File: config.mk
export PLATFORM = sky130hd
export DESIGN_NAME = adder_seq_ctrl
export DESIGN_NICKNAME = d
export VERILOG_FILES = /design/src/rtl/adder_seq_pkg.sv /design/src/rtl/adder_slice4.sv /design/src/rtl/adder_seq_ctrl.sv
export SDC_FILE = /design/constraint.sdc
export NUM_CORES = 1
export LEC_CHECK = 0
export CAP_MARGIN = 20
export CORE_AREA = 2 2 90 92
export CTS_BUF_LIST = sky130_fd_sc_hd__clkbuf_4 sky130_fd_sc_hd__clkbuf_8 sky130_fd_sc_hd__clkbuf_16
export DETAILED_ROUTE_END_ITERATION = 8
export DIE_AREA = 0 0 92 94
export GPL_ROUTABILITY_DRIVEN = 0
export PLACE_DENSITY_LB_ADDON = 0.3
export SLEW_MARGIN = 20
export SYNTH_ARGS = -nofsm -noshare
export SYNTH_HDL_FRONTEND = slang
export SYNTH_SLANG_ARGS = --single-unit
File: constraint.sdc
create_clock -name clk -period 2.95 [get_ports clk]
set_input_delay 0.4425 -clock clk [delete_from_list [all_inputs] [get_ports clk]]
set_output_delay 0.4425 -clock clk [all_outputs]
set_load 0.05 [all_outputs]
File: src/rtl/adder_seq_pkg.sv
// adder_seq_pkg
// Shared definitions for the digit-serial adder sequencer.
//   SLICE_W : width of the shared adder slice (one nibble)
//   state_t : sequencer states IDLE / RUN / DONE
//   nslice  : number of slice passes needed for a given operand width
package adder_seq_pkg;

  localparam int SLICE_W = 4;

  typedef enum logic [1:0] {
    IDLE,
    RUN,
    DONE
  } state_t;

  function automatic int nslice(input int width);
    return width / SLICE_W;
  endfunction

endpackage

File: src/rtl/adder_slice4.sv
// adder_slice4
// Purely combinational 4-bit adder slice with carry-in and carry-out.
// Ports:
//   a, b  : input  [3:0]  nibble operands
//   cin   : input        carry-in
//   s     : output [3:0]  nibble sum
//   cout  : output       carry-out
module adder_slice4
  import adder_seq_pkg::*;
(
  input  logic [SLICE_W-1:0] a,
  input  logic [SLICE_W-1:0] b,
  input  logic               cin,
  output logic [SLICE_W-1:0] s,
  output logic               cout
);

  logic [SLICE_W:0] total;

  // Widen by one bit so the carry-out falls out of the top of the sum
  assign total = {1'b0, a} + {1'b0, b} + {{SLICE_W{1'b0}}, cin};
  assign s     = total[SLICE_W-1:0];
  assign cout  = total[SLICE_W];

endmodule

File: src/rtl/adder_seq_ctrl.sv
// adder_seq_ctrl
// Digit-serial add sequencer: two requesters share one 4-bit adder slice.
// An accepted WIDTH-bit add (a + b + cin) is walked through the slice one
// nibble per cycle, LSB first, with the inter-nibble carry held in a single
// register. The full sum and carry-out are returned on a response channel.
//
// Optional feature macro: ADDER_SEQ_RR_EN
//   defined   -> round-robin arbitration between the two requesters
//   undefined -> fixed priority, requester 0 wins; no pointer register
//
// Ports:
//   clk, rst_n            : clock (rising edge), async active-low reset
//   req0_valid/req0_ready : requester 0 handshake
//   req0_a, req0_b        : requester 0 operands [WIDTH-1:0]
//   req0_cin              : requester 0 carry-in
//   req1_*                : same set for requester 1
//   rsp_valid/rsp_ready   : response handshake
//   rsp_sum               : (a + b + cin) mod 2^WIDTH
//   rsp_cout              : bit WIDTH of a + b + cin
//   rsp_id                : requester that issued the result
module adder_seq_ctrl
  import adder_seq_pkg::*;
#(
  parameter int WIDTH = 16
)
(
  input  logic             clk,
  input  logic             rst_n,
  input  logic             req0_valid,
  output logic             req0_ready,
  input  logic [WIDTH-1:0] req0_a,
  input  logic [WIDTH-1:0] req0_b,
  input  logic             req0_cin,
  input  logic             req1_valid,
  output logic             req1_ready,
  input  logic [WIDTH-1:0] req1_a,
  input  logic [WIDTH-1:0] req1_b,
  input  logic             req1_cin,
  output logic             rsp_valid,
  input  logic             rsp_ready,
  output logic [WIDTH-1:0] rsp_sum,
  output logic             rsp_cout,
  output logic             rsp_id
);

  localparam int NSLICE = nslice(WIDTH);
  // Keep the index at least one bit wide so WIDTH=4 still elaborates
  localparam int IDX_W = (NSLICE > 1) ? $clog2(NSLICE) : 1;
  localparam logic [IDX_W-1:0] LAST_IDX = IDX_W'(NSLICE - 1);

  state_t             state;
  logic [WIDTH-1:0]   a_reg;
  logic [WIDTH-1:0]   b_reg;
  logic [IDX_W-1:0]   idx;
  logic               carry;
  logic               grant;
  logic               accept;
  logic [SLICE_W-1:0] nib_a;
  logic [SLICE_W-1:0] nib_b;
  logic [SLICE_W-1:0] nib_s;
  logic               nib_cout;

`ifdef ADDER_SEQ_RR_EN
  logic ptr;

  // The pointer only decides ties; a lone valid requester always wins
  always_comb begin
    grant = !req0_valid;
    if (req0_valid && req1_valid) begin
      grant = ptr;
    end
  end
`else
  // Fixed priority: requester 1 is chosen only when requester 0 is idle
  assign grant = !req0_valid;
`endif

  // Gating with the requester's own valid keeps ready low for idle requesters
  // and guarantees at most one ready per cycle
  assign req0_ready = (state == IDLE) && req0_valid && !grant;
  assign req1_ready = (state == IDLE) && req1_valid && grant;
  assign accept     = req0_ready || req1_ready;

  // Nibble select feeding the shared slice
  assign nib_a = a_reg[int'(idx)*SLICE_W +: SLICE_W];
  assign nib_b = b_reg[int'(idx)*SLICE_W +: SLICE_W];

  adder_slice4 u_slice (
    .a    (nib_a),
    .b    (nib_b),
    .cin  (carry),
    .s    (nib_s),
    .cout (nib_cout)
  );

  // Sequencer FSM: capture operands on accept, one slice pass per RUN cycle,
  // then hold the registered response in DONE until the consumer takes it
  always_ff @(posedge clk or negedge rst_n) begin
    if (!rst_n) begin
      state     <= IDLE;
      a_reg     <= '0;
      b_reg     <= '0;
      idx       <= '0;
      carry     <= 1'b0;
      rsp_valid <= 1'b0;
      rsp_sum   <= '0;
      rsp_cout  <= 1'b0;
      rsp_id    <= 1'b0;
`ifdef ADDER_SEQ_RR_EN
      ptr       <= 1'b0;
`endif
    end else begin
      case (state)
        IDLE: begin
          if (accept) begin
            a_reg  <= grant ? req1_a : req0_a;
            b_reg  <= grant ? req1_b : req0_b;
            carry  <= grant ? req1_cin : req0_cin;
            rsp_id <= grant;
            idx    <= '0;
            state  <= RUN;
`ifdef ADDER_SEQ_RR_EN
            ptr    <= !grant;
`endif
          end
        end
        RUN: begin
          rsp_sum[int'(idx)*SLICE_W +: SLICE_W] <= nib_s;
          carry <= nib_cout;
          idx   <= idx + IDX_W'(1);
          if (idx == LAST_IDX) begin
            rsp_cout  <= nib_cout;
            rsp_valid <= 1'b1;
            state     <= DONE;
          end
        end
        DONE: begin
          if (rsp_ready) begin
            rsp_valid <= 1'b0;
            state     <= IDLE;
          end
        end
        default: begin
          state <= IDLE;
        end
      endcase
    end
  end

endmodule

==> impl_metrics.yaml, run 1 <==
status:
  status: "completed"
drt:
  postRouteAntennaNets: 0
  vias_per_cell: 5.10
  drc: 0
  drt-total-wl_microns: 6520
  drtIter0Drc: 57
  firstDrtPassIters: 4
  vias: 2120
  wl_per_cell_microns: 15.7
layout:
  nFillCells: 656
  final_area_sq_um: 4120
  drive_gt1_frac: 0.306
  n_antenna_cell: 0
  area.sequential_sq_um: 1400
  multi_input_area_sq_um: 1530
  syn2layout_area_growth_pct: 36.2
  num-nets-final: 395
  final_util: 0.542
timing:
  slew_viol_final: 0
  hold_violations: 0
  finalSetupViolations: 0
  clock_skew_ns: 0.00941
  timing.fmax_mhz: 392
  post-route-min-period_ns: 2.55
  rsz0062_at_grt: "no"
  tightest_slew_ns: 0.700
  tns_ns: 0
  min_period_over_period: 0.864
  relSlewSlack: 0.533
floorplanning:
  rows: 32
  dieHeight_microns: 94
  core_area_sq_um: 7610
  die-area_sq_um: 8650
  fp.dieW_microns: 92
  start_util: 0.398
  num_io_pins: 92
setup_path:
  crit_arrival_ns: 2.75
  slowest_delay_ns: 0.54
  start_kind: "register"
  ff2ff_path_depth: 6
  critPathSlowestCell: "mux4_2"
  path_cells: "mux4_2 -> fa_1 -> fa_1 -> xnor2_1 -> inv_1 -> a22o_1"
  worst_path_most_repeated_cell: "fa_1"
  required_ns: 3.15
  critPathKind: "register to register"
  worstPathMaxFanout: 4
  cp-end-kind: "register"
clock_tree:
  cts_buffers: 5
  post_cts_buffers: 0
  cts_tree: "yes"
  cts_max_level: 2
  clock_latency_ns: 0.31
  cts_buffer_depth: 2
  cts_resized: 0
  clkTransAtPathRegs_ns: 0.10
  ctsHoldBuffers: 0
  clock_sinks: 56
  cts_root_buffer: "clkbuf_8"
global_routing:
  grt_first_pass_wirelength_microns: 10800
  grt_max_degree: 57
  grt_pass1_vias: 2181
  grt_use_total: 0.159
  grt_overflow: 0
  antenna_found_initial: 0
logic_synthesis:
  synth_cells: 219
  synth-simple-area-share: 0.0699
  synth_seq_area_share: 0.463
  syn_area_per_cell_sq_um: 13.8
  yosysMostFrequentCell: "mux2_2"
  synth_top_family_by_area: "multiplexers"
  synth.net_count: 301
  ys.warnings.count: 0
  async_flop_share: 1.00
  synth_area_leader_cell: "dfrtp_1"
  ys_types: 34
  synthAdderAreaFrac: 0.0505
  syn_area_sq_um: 3030
  synth_edf_count: 0
  synth_top_area_share: 0.463
  synth-xor-area-share: 0.00289
  ys.flop_type: "dfrtp_1"
  synth_compound_area_frac: 0.0831
  synth_seq_cells: 56
  synthMuxAreaShare: 0.298
  synth_area_leaders: "dfrtp_1 46%, mux2_2 24%, mux4_2 6.0%, ha_1 3.7%, a22o_1 2.9%"
  synth_common_cells: "64 x mux2_2, 56 x dfrtp_1, 10 x a22o_1"
job:
  maxCapViolCount: 0
pwr:
  pwr_density_cell_nw_per_um2: 1080
  leakage_nw: 1.69
  peakVddDrop_mv: 0.500
placement:
  port-buffer-count: 91
  dp_hpwl_microns: 5080
  placed_area_sq_um: 4030
min_path:
  hold_path_class: "input pin to asynchronous set/reset pin"
## critical path, delay by kind of cell (launching register included)
kind	cells	cell delay [ns]
fa+ha+maj	2	0.88
mux	1	0.54
xor+xnor	1	0.27
buf+inv	1	0.10
compound gates	1	0.21
flops	1	0.44
## final timing paths
check,from,endpoint,slack (ns)
setup reg to reg,idx[0],rsp_sum[10],0.40
hold reg to reg,rsp_sum[6],rsp_sum[6],0.50
max in group asynchronous,rst_n,b_reg[0],2.24
min in group clk,rsp_sum[6],rsp_sum[6],0.50
hold / removal,rst_n,b_reg[11],0.26
setup / recovery,idx[0],rsp_sum[10],0.40
## final cells by class
| type | instances | share of cell area |
|---|---|---|
| multi-input cells | 147 | 0.370 |
| flip-flops and latches | 56 | 0.340 |
| repair buffers | 99 | 0.233 |
| well taps | 102 | 0.0310 |
| clock buffers | 5 | 0.0167 |
| clock inverters | 3 | 0.00546 |
| inverters | 4 | 0.00364 |
## power breakdown
group | leakage (nW) | internal, mW | switching, mW
Sequential | 0.690 | 1.13 | 0.228
Clock | 0.0485 | 0.171 | 0.251
Combinational | 0.947 | 1.24 | 1.43
## cell families (layout without fill, tap and decap cells)
group,after synthesis,after routing
muxes,72,72
DFF,56,56
AOI/OAI and AO/OA,33,33
and+or+nand+nor,30,30
buffers and inverters,16,111
adders and majority gates,11,11
xor gates and xnor gates,1,1
## routing by layer
layer	wire length (microns)	up-vias	GRT usage
li1	-	1013	-
met1	2910	1035	0.202
met2	3230	65	0.279
met3	309	7	0.0345
met4	62	0	0.0398
met5	0	-	0
## cells in the final DEF, fill, tap and decap left out, drive strengths merged, types with 2 or more instances in the layout
master          n
nand3b          6
buf            10
o31ai           5
fa              2
clkbuf          5
nor2            8
or3b            2
clkdlybuf4s50  89
nor4b           2
dfrtp          56
clkinv          2
o21bai          2
a21o            2
mux2           64
ha              9
mux4            8
a21oi           6
a32o            4
nand2           8
a22o           10
inv             5
## stage by stage
| step | hold slack [ns] | power (mW) | setup WS [ns] | instances |
|---|---|---|---|---|
| floorplan | 0.147 | 3.31 | 0.253 | 219 |
| global placement | 0.473 | 3.99 | 0.476 | 408 |
| detailed placement | 0.479 | 4.08 | 0.405 | 408 |
| CTS | 0.276 | 4.50 | 0.384 | 416 |
| global route | 0.310 | 4.77 | 0.252 | 416 |
| finish | 0.261 | 4.45 | 0.402 | 416 |
(Power assumes the default switching activity.)
==> run 2, diff against run 1 <==
--- a/config.mk
+++ b/config.mk
@@ -12,6 +12,7 @@
 export DIE_AREA = 0 0 92 94
 export GPL_ROUTABILITY_DRIVEN = 0
 export PLACE_DENSITY_LB_ADDON = 0.3
+export SKIP_LAST_GASP = 1
 export SLEW_MARGIN = 20
 export SYNTH_ARGS = -nofsm -noshare
 export SYNTH_HDL_FRONTEND = slang
==> results of run 2 <==
No change in the layout: final DEF, timing and power equal those of run 1.
==> run 3, diff against run 2 <==
--- a/config.mk
+++ b/config.mk
@@ -5,15 +5,14 @@
 export SDC_FILE = /design/constraint.sdc
 export NUM_CORES = 1
 export LEC_CHECK = 0
-export CAP_MARGIN = 20
 export CORE_AREA = 2 2 90 92
 export CTS_BUF_LIST = sky130_fd_sc_hd__clkbuf_4 sky130_fd_sc_hd__clkbuf_8 sky130_fd_sc_hd__clkbuf_16
+export CTS_CLUSTER_DIAMETER = 120
 export DETAILED_ROUTE_END_ITERATION = 8
 export DIE_AREA = 0 0 92 94
 export GPL_ROUTABILITY_DRIVEN = 0
 export PLACE_DENSITY_LB_ADDON = 0.3
 export SKIP_LAST_GASP = 1
-export SLEW_MARGIN = 20
 export SYNTH_ARGS = -nofsm -noshare
 export SYNTH_HDL_FRONTEND = slang
 export SYNTH_SLANG_ARGS = --single-unit
==> results of run 3 <==
No change in the layout: final DEF, timing and power equal those of run 1.
